--- src/rtl/dual_port_fifo_ctrl.sv ---
// dual_port_fifo_ctrl: FIFO controller owning both ports of an external
// dual-port RAM, with a 2-entry output buffer hiding the read latency.
module dual_port_fifo_ctrl #(
    parameter int DATA_W = 4,
    parameter int ADDR_W = 3,
    parameter int DEPTH  = 8
) (
    input  logic              clk,
    input  logic              rst_n,
    input  logic              clr,
    input  logic              wr_valid,
    input  logic [DATA_W-1:0] wr_data,
    output logic              wr_ready,
    output logic              rd_valid,
    output logic [DATA_W-1:0] rd_data,
    input  logic              rd_ready,
    output logic [ADDR_W+1:0] count,
    output logic [ADDR_W-1:0] ram_addr_a,
    output logic [DATA_W-1:0] ram_data_a,
    output logic              ram_we_a,
    output logic [ADDR_W-1:0] ram_addr_b,
    output logic [DATA_W-1:0] ram_data_b,
    output logic              ram_we_b,
    input  logic [DATA_W-1:0] ram_q_b
);

    localparam logic [ADDR_W:0] DEPTH_C = (ADDR_W+1)'(DEPTH);

    logic [ADDR_W-1:0] wr_ptr;
    logic [ADDR_W-1:0] rd_ptr;
    logic [ADDR_W:0]   mem_cnt;
    logic              inflight;
    logic [DATA_W-1:0] obuf [2];
    logic [1:0]        out_cnt;
    logic              hd;
    logic              tl;
    logic              push;
    logic              pop;
    logic              issue;
    logic [2:0]        occ;

    // Handshake and read-issue decisions from registered state
    always_comb begin
        wr_ready = (mem_cnt < DEPTH_C);
        rd_valid = (out_cnt != 2'd0);
        rd_data  = obuf[hd];
        push     = wr_valid & wr_ready;
        pop      = rd_valid & rd_ready;
        // Buffer slots that stay claimed after this cycle's pop
        occ      = {1'b0, out_cnt} + {2'b0, inflight} - {2'b0, pop};
        issue    = (mem_cnt != '0) & (occ < 3'd2) & ~clr;
        // A loading word lands behind the current head entry
        tl       = hd ^ out_cnt[0];
    end

    // RAM port drive; port B only ever reads
    always_comb begin
        ram_addr_a = wr_ptr;
        ram_data_a = wr_data;
        ram_we_a   = push & ~clr & rst_n;
        ram_addr_b = rd_ptr;
        ram_data_b = '0;
        ram_we_b   = 1'b0;
    end

    // Occupancy seen by the datapath: RAM words, in-flight read, buffer
    always_comb begin
        count = (ADDR_W+2)'(mem_cnt)
              + (ADDR_W+2)'(inflight)
              + (ADDR_W+2)'(out_cnt);
    end

    // RAM-side pointers and stored-word count
    always_ff @(posedge clk or negedge rst_n) begin
        if (!rst_n) begin
            wr_ptr  <= '0;
            rd_ptr  <= '0;
            mem_cnt <= '0;
        end else if (clr) begin
            wr_ptr  <= '0;
            rd_ptr  <= '0;
            mem_cnt <= '0;
        end else begin
            wr_ptr  <= wr_ptr + ADDR_W'(push);
            rd_ptr  <= rd_ptr + ADDR_W'(issue);
            mem_cnt <= mem_cnt + (ADDR_W+1)'(push) - (ADDR_W+1)'(issue);
        end
    end

    // One-cycle read tracking; a flush drops the pending word
    always_ff @(posedge clk or negedge rst_n) begin
        if (!rst_n) begin
            inflight <= 1'b0;
        end else if (clr) begin
            inflight <= 1'b0;
        end else begin
            inflight <= issue;
        end
    end

    // Output buffer storage, loaded from RAM read data
    always_ff @(posedge clk or negedge rst_n) begin
        if (!rst_n) begin
            obuf[0] <= '0;
            obuf[1] <= '0;
        end else if (clr) begin
            obuf[0] <= '0;
            obuf[1] <= '0;
        end else if (inflight) begin
            obuf[tl] <= ram_q_b;
        end
    end

    // Output buffer occupancy and head index
    always_ff @(posedge clk or negedge rst_n) begin
        if (!rst_n) begin
            out_cnt <= '0;
            hd      <= 1'b0;
        end else if (clr) begin
            out_cnt <= '0;
            hd      <= 1'b0;
        end else begin
            out_cnt <= out_cnt + {1'b0, inflight} - {1'b0, pop};
            hd      <= hd ^ pop;
        end
    end

endmodule

--- config.mk ---
export PLATFORM = sky130hd
export DESIGN_NAME = dual_port_fifo_ctrl
export DESIGN_NICKNAME = d
export VERILOG_FILES = /design/src/rtl/dual_port_fifo_ctrl.sv
export SDC_FILE = /design/constraint.sdc
export NUM_CORES = 1
export LEC_CHECK = 0
export BUFFER_PORTS_ARGS = -buffer_cell sky130_fd_sc_hd__buf_2
export CORE_MARGIN = 2
export CORE_UTILIZATION = 45
export DETAILED_ROUTE_END_ITERATION = 8
export GPL_TIMING_DRIVEN = 0
export HOLD_SLACK_MARGIN = 0.12
export PLACE_DENSITY_LB_ADDON = 0.3
export SYNTH_ARGS = -nofsm -noshare
export SYNTH_HDL_FRONTEND = slang
export SYNTH_SLANG_ARGS = --single-unit
--- constraint.sdc ---
create_clock -name clk -period 6.72 [get_ports clk]
set_input_delay 1.68 -clock clk [delete_from_list [all_inputs] [get_ports clk]]
set_output_delay 1.68 -clock clk [all_outputs]
set_load 0.01 [all_outputs]
# Word-level counts from Yosys, hierarchy flattened
# Cells that the tools add are included.
[totals]
ff_bits = 22
input_bits = 13
output_inout_bits = 27
elab_cells = 52
[classes]
addsub = 10
order_cmp = 5
muxes = 14
n_bitwise = 11
reduce_logical = 4
[ops]
columns = ["op", "count"]
rows = [
  ["$mux W4", 5],
  ["$mux W8", 2],
  ["$bwmux W8", 1],
  ["$add A3 B1 Y3", 2],
  ["$and A1 B1 Y1", 6],
  ["$mux W3", 2],
  ["$add A4 B1 Y5", 1],
  ["$add A5 B2 Y5", 1],
  ["$add A4 B1 Y4", 1],
  ["$demux W4 S1", 1],
  ["$ge A2 B2 Y1 const B", 2],
  ["$lt A4 B4 Y1 const B", 1],
  ["$not A1 Y2", 2],
  ["$reduce_bool A2 Y1", 2],
  ["$reduce_bool A4 Y1", 1],
  ["$sub A4 B1 Y4", 1],
  ["$add A2 B1 Y3", 1],
  ["$lt A3 B2 Y1 const B", 1],
  ["$sub A3 B1 Y3", 1],
  ["$add A2 B1 Y2", 1],
  ["$lt A2 B1 Y1 const B", 1],
  ["$mux W1", 2],
  ["$mux W2", 1],
  ["$sub A2 B1 Y2", 1],
  ["3 further kinds", 4],
]

# Logic depth before layout (Yosys ltp)
[logic_depth]
word_depth = 9
depth_mapped = 14
mapped_depth_nobuf = 14

# Least setup slack after synthesis
# Ideal clock, no wire load.
[synth_timing]
kind = "input to register"
from = "in rd_ready"
to = "reg mem_cnt[1]"
setup_time_ns = 0.132
arrival_ns = 4.134
required_time_ns = 6.588
setup_slack_ns = 2.453
stages = 13
n_path_buf = 0
path_cell_list = "o21a_1 ha_1 inv_1 ha_1 inv_1 fa_1 nand2b_1 a311oi_1 ha_1 inv_1 ha_1 fa_1 nor2b_1"
[synth_via]
elab_chain_len = 7
[synth_lines]
columns = ["item", "line_no", "source"]
rows = [
  ["start, declared", "16", "input logic rd_ready,"],
  ["$and A1 B1 Y1", "48", "pop = rd_valid & rd_ready;"],
  ["$sub A3 B1 Y3", "50", "occ = {1'b0, out_cnt} + {2'b0, inflight} - {2'b0, pop};"],
  ["$lt A3 B2 Y1", "51", "issue = (mem_cnt != '0) & (occ < 3'd2) & ~clr;"],
  ["$and A1 B1 Y1 (2 in series)", "51", ""],
  ["$sub A4 B1 Y4", "86", "mem_cnt <= mem_cnt + (ADDR_W+1)'(push) - (ADDR_W+1)'(issue);"],
  ["$mux W4", "79", "end else if (clr) begin"],
  ["end signal, assigned", "86", ""],
  ["end, declared", "31", "logic [ADDR_W:0] mem_cnt;"],
]
# No other way between the ends.
# A chain may end at the register's enable or synchronous reset.

# Worst setup path in the final report
# Ends and elaborated chain as after synthesis.

==> key figures <==
Synth
  • Top FF cell, synth: dfrtp_1
  • Largest area contributor in the synthesized netlist: dfrtp_1
  • Avg Cell Area, Syn: 10.32 um^2
  • Yosys warnings: 0
  • Post-synth cell types: 27
  • Synth top area cells: dfrtp_1 41%, ha_1 12%, fa_1 5.9%
  • Ys async rst share: 100.0%
  • Sequential share of the synthesized area: between 40% and 50%
  • Synth top area share: roughly 41%
  • Number of flops mapped to enable cells by yosys: 0
  • Syn Inst Count: 131
  • Post-synthesis instance area: 1351 um^2
  • Yosys reg bits: 22

Setup path
  • Startpoint types: input port
  • CP Cell Sequence: buf_2 > o21a_1 > ha_1 > inv_1 > ha_1 > inv_1 > fa_1 > nand2b_1 > a311oi_1 > ha_1 > inv_1 > ha_1 > fa_1 > nor2b_1
  • Cell count along the critical path: 14
  • CP delay by family, top: adder cells
  • Slowest cell on crit path: fa_1
  • FF-to-FF path depth: 13
  • R2r endpoint: mem_cnt[1]
  • Arrival @ worst endpoint: 4.44 ns
  • Critical path type: in -> reg
  • CP dominant cell by count: ha_1
  • Data required, critical path: about 7 ns
  • CP max stage delay: approximately 0.50 ns
  • Maximum fanout along the worst path: 2
  • R2R setup slack: 3.32 ns
  • Worst r2r src: out_cnt[1]
  • Worst path bufs/invs: 4
  • Critical Path Sink Type: flop

Drt
  • DRC Markers: 4
  • Routed via count: 982
  • Routed wire per std cell: 12.66 um
  • Vias/cell: 4.910
  • Initial DRT Pass Iterations: 6
  • WL final: about 2.5 mm
  • Initial DRC count: 46
  • Remaining antenna violation count: 0

STA
  • Max Slew Vio Count: 0
  • Setup repair after global routing missed its margin: no
  • Final period utilization: 63.29%
  • Fin Clk Skew: 0.002688 ns
  • Fmax: 0.2351 GHz
  • Setup TNS: 0 ns
  • Final hold violations: 0
  • Worst-Margin Slew: 0.5814 ns
  • Slew margin rel.: 60.96%
  • Final setup fails: 0
  • Post-layout min period: 4.253 ns

CTS
  • TritonCTS clock tree: yes
  • Clock buffer depth: 2
  • H-tree depth: 1
  • Hold Buf Count CTS: 0
  • Clk sink count: 22
  • Postcts setup bufs: 0
  • Clk_lat worst skew: ~0.3 ns
  • Reg clk slew, reported paths: 0.13 ns
  • Post-cts sizing count: 0
  • Clock Tree Root: clkbuf_4
  • CTS buffer count: 3

Floorplan
  • Die Wd: between 50 and 60 um
  • Starting Density: 48.17%
  • Die area: 3457 um^2
  • Ports: 40
  • Rows: 19
  • Area of the core: 2805 um^2
  • Die H: 58.80 um

Cells and area
  • Area grow syn2layout: 18.98%
  • Multi-input gate area: between 600 and 700 um^2
  • Share of layout cells above drive strength 1: 30.77%
  • Design Area, Final: 1608 um^2
  • Layout Nets: 200
  • Final cell count without fillers: 200
  • Filler instances: 267
  • Antenna cells: 0
  • Register area: 550.5 um^2

Placement
  • Global placer's final weighted congestion: 0.7920
  • Placed Area: 1555 um^2
  • Post-DP HPWL: 1.954 mm
  • Placed insts: 196
  • Port Buffers: 30

Global route
  • Gr usage total: 16.33%
  • Initial antenna violation count: 0
  • GR Overflow Total: 0
  • Largest net degree at the start of global routing: 24
  • Vias in the first global route: 981
  • Global-route wire length before repair: 4.284 mm

Hold path
  • HP Start: ram_addr_a[2]
  • Hold EP: ram_addr_a[2]
  • Min-delay worst type: reg -> reg
  • Hold path cells: 2

Run status
  • Outcome: finished with violations
  • Failing checks: design-rule violations

Pwr
  • Worst vdd rail ir drop: 0.1829 mV
  • Pwr Total: 563.4 uW
  • Leak: between 0.0008 and 0.0009 uW
  • Power density over cell area: 350.4 nW/um^2

Flow run
  • Max_cap viols: 0
==> worst max path at each step <==
stage	start	end	slack, ns
floorplan	rd_ready	mem_cnt[1]	2.45
global placement	rd_ready	mem_cnt[1]	2.14
detailed placement	rd_ready	mem_cnt[1]	2.11
CTS	rd_ready	mem_cnt[1]	2.43
global route	rd_ready	mem_cnt[1]	2.27
finish	rd_ready	mem_cnt[1]	2.47
==> synthesized netlist by cell type (all sizes together) (2+ instances only) <==
master / count
inv: 13
nor2b: 8
clkbuf: 2
dfrtp: 22
nand2b: 2
nand3: 9
mux2: 4
nor2: 6
xnor2: 6
a21oi: 10
fa: 4
o21ai: 9
ha: 13
buf: 11
a311oi: 2
xor2: 3
==> per-layer routing <==
metal	track usage, %	vias to the layer above	part of all wire [%]
met4	4.221	0	0.47
met1	20.29	457	43
li1	-	498	-
met2	29.84	25	51
met5	0	-	0
met3	1.978	2	5.0
==> cell type report <==
| class | count | share of cell area, % |
|---|---|---|
| Multi-Input combinational cell | 87 | 42.02 |
| Tap cell | 31 | 2.412 |
| Sequential cell | 22 | 34.24 |
| Clock inverter | 1 | 1.868 |
| Buffer | 13 | 5.681 |
| Inverter | 13 | 3.035 |
| Timing Repair Buffer | 30 | 9.339 |
| Clock buffer | 3 | 1.401 |
==> cells by family (layout without fill, tap and decap cells) <==
logic type / count (synthesis) / in the layout / synth area share (%)
other cells: 1 / 5 / 0.2775
fa+ha+maj: 17 / 17 / 17.96
simple gates: 29 / 29 / 11.39
xor+xnor: 9 / 9 / 6.389
compound gates: 23 / 23 / 9.538
mux: 4 / 4 / 3.333
buf+inv: 26 / 60 / 10.37
flops: 22 / 22 / 40.74
==> state kept, by name, indices dropped and copies added, names as in the netlist <==
| register | flops |
|---|---|
| hd | 1 |
| inflight | 1 |
| mem_cnt | 4 |
| obuf | 8 |
| out_cnt | 2 |
| ram_addr_a | 3 |
| ram_addr_b | 3 |
==> power by group <==
group	switching [uW]	internal [uW]
clock network	41.9	60.2
logic	149	126
registers	25.5	161
==> cell usage in the layout (no fill, tap or decap), types with 2 or more instances in the layout <==
master and instances:
buf_2 31, nor2b_1 8, fa_1 4, ha_1 13
nor2_1 6, nand2b_1 2, clkbuf_4 3, clkbuf_1 2
o21ai_0 5, a311oi_1 2, xor2_1 2, o21ai_1 4
xnor2_1 6, nand3_1 9, conb_1 5, mux2_2 4
a21oi_1 10, inv_1 13, dfrtp_1 22, buf_4 9
==> worst register-to-register path, cell delays in order (launching register included) <==
cell      delay (ns)
dfrtp_1         0.50
o21a_1          0.24
ha_1            0.28
inv_1           0.06
ha_1            0.12
inv_1           0.04
fa_1            0.50
nand2b_1        0.08
a311oi_1        0.39
ha_1            0.30
inv_1           0.05
ha_1            0.18
fa_1            0.42
nor2b_1         0.14
==> through the flow <==
stage          utilization [%]  worst slack, ns  hold slack, ns
2_1_floorplan                -            2.453          0.5129
4_1_cts                  57.31            2.433          0.5561
6_report                 57.31            2.467          0.5479
5_1_grt                  57.31            2.273          0.5884
3_5_place_dp             55.44            2.108          0.5263
3_3_place_gp             55.44            2.138          0.5208
Note: power is estimated with default switching activity, not from simulation.
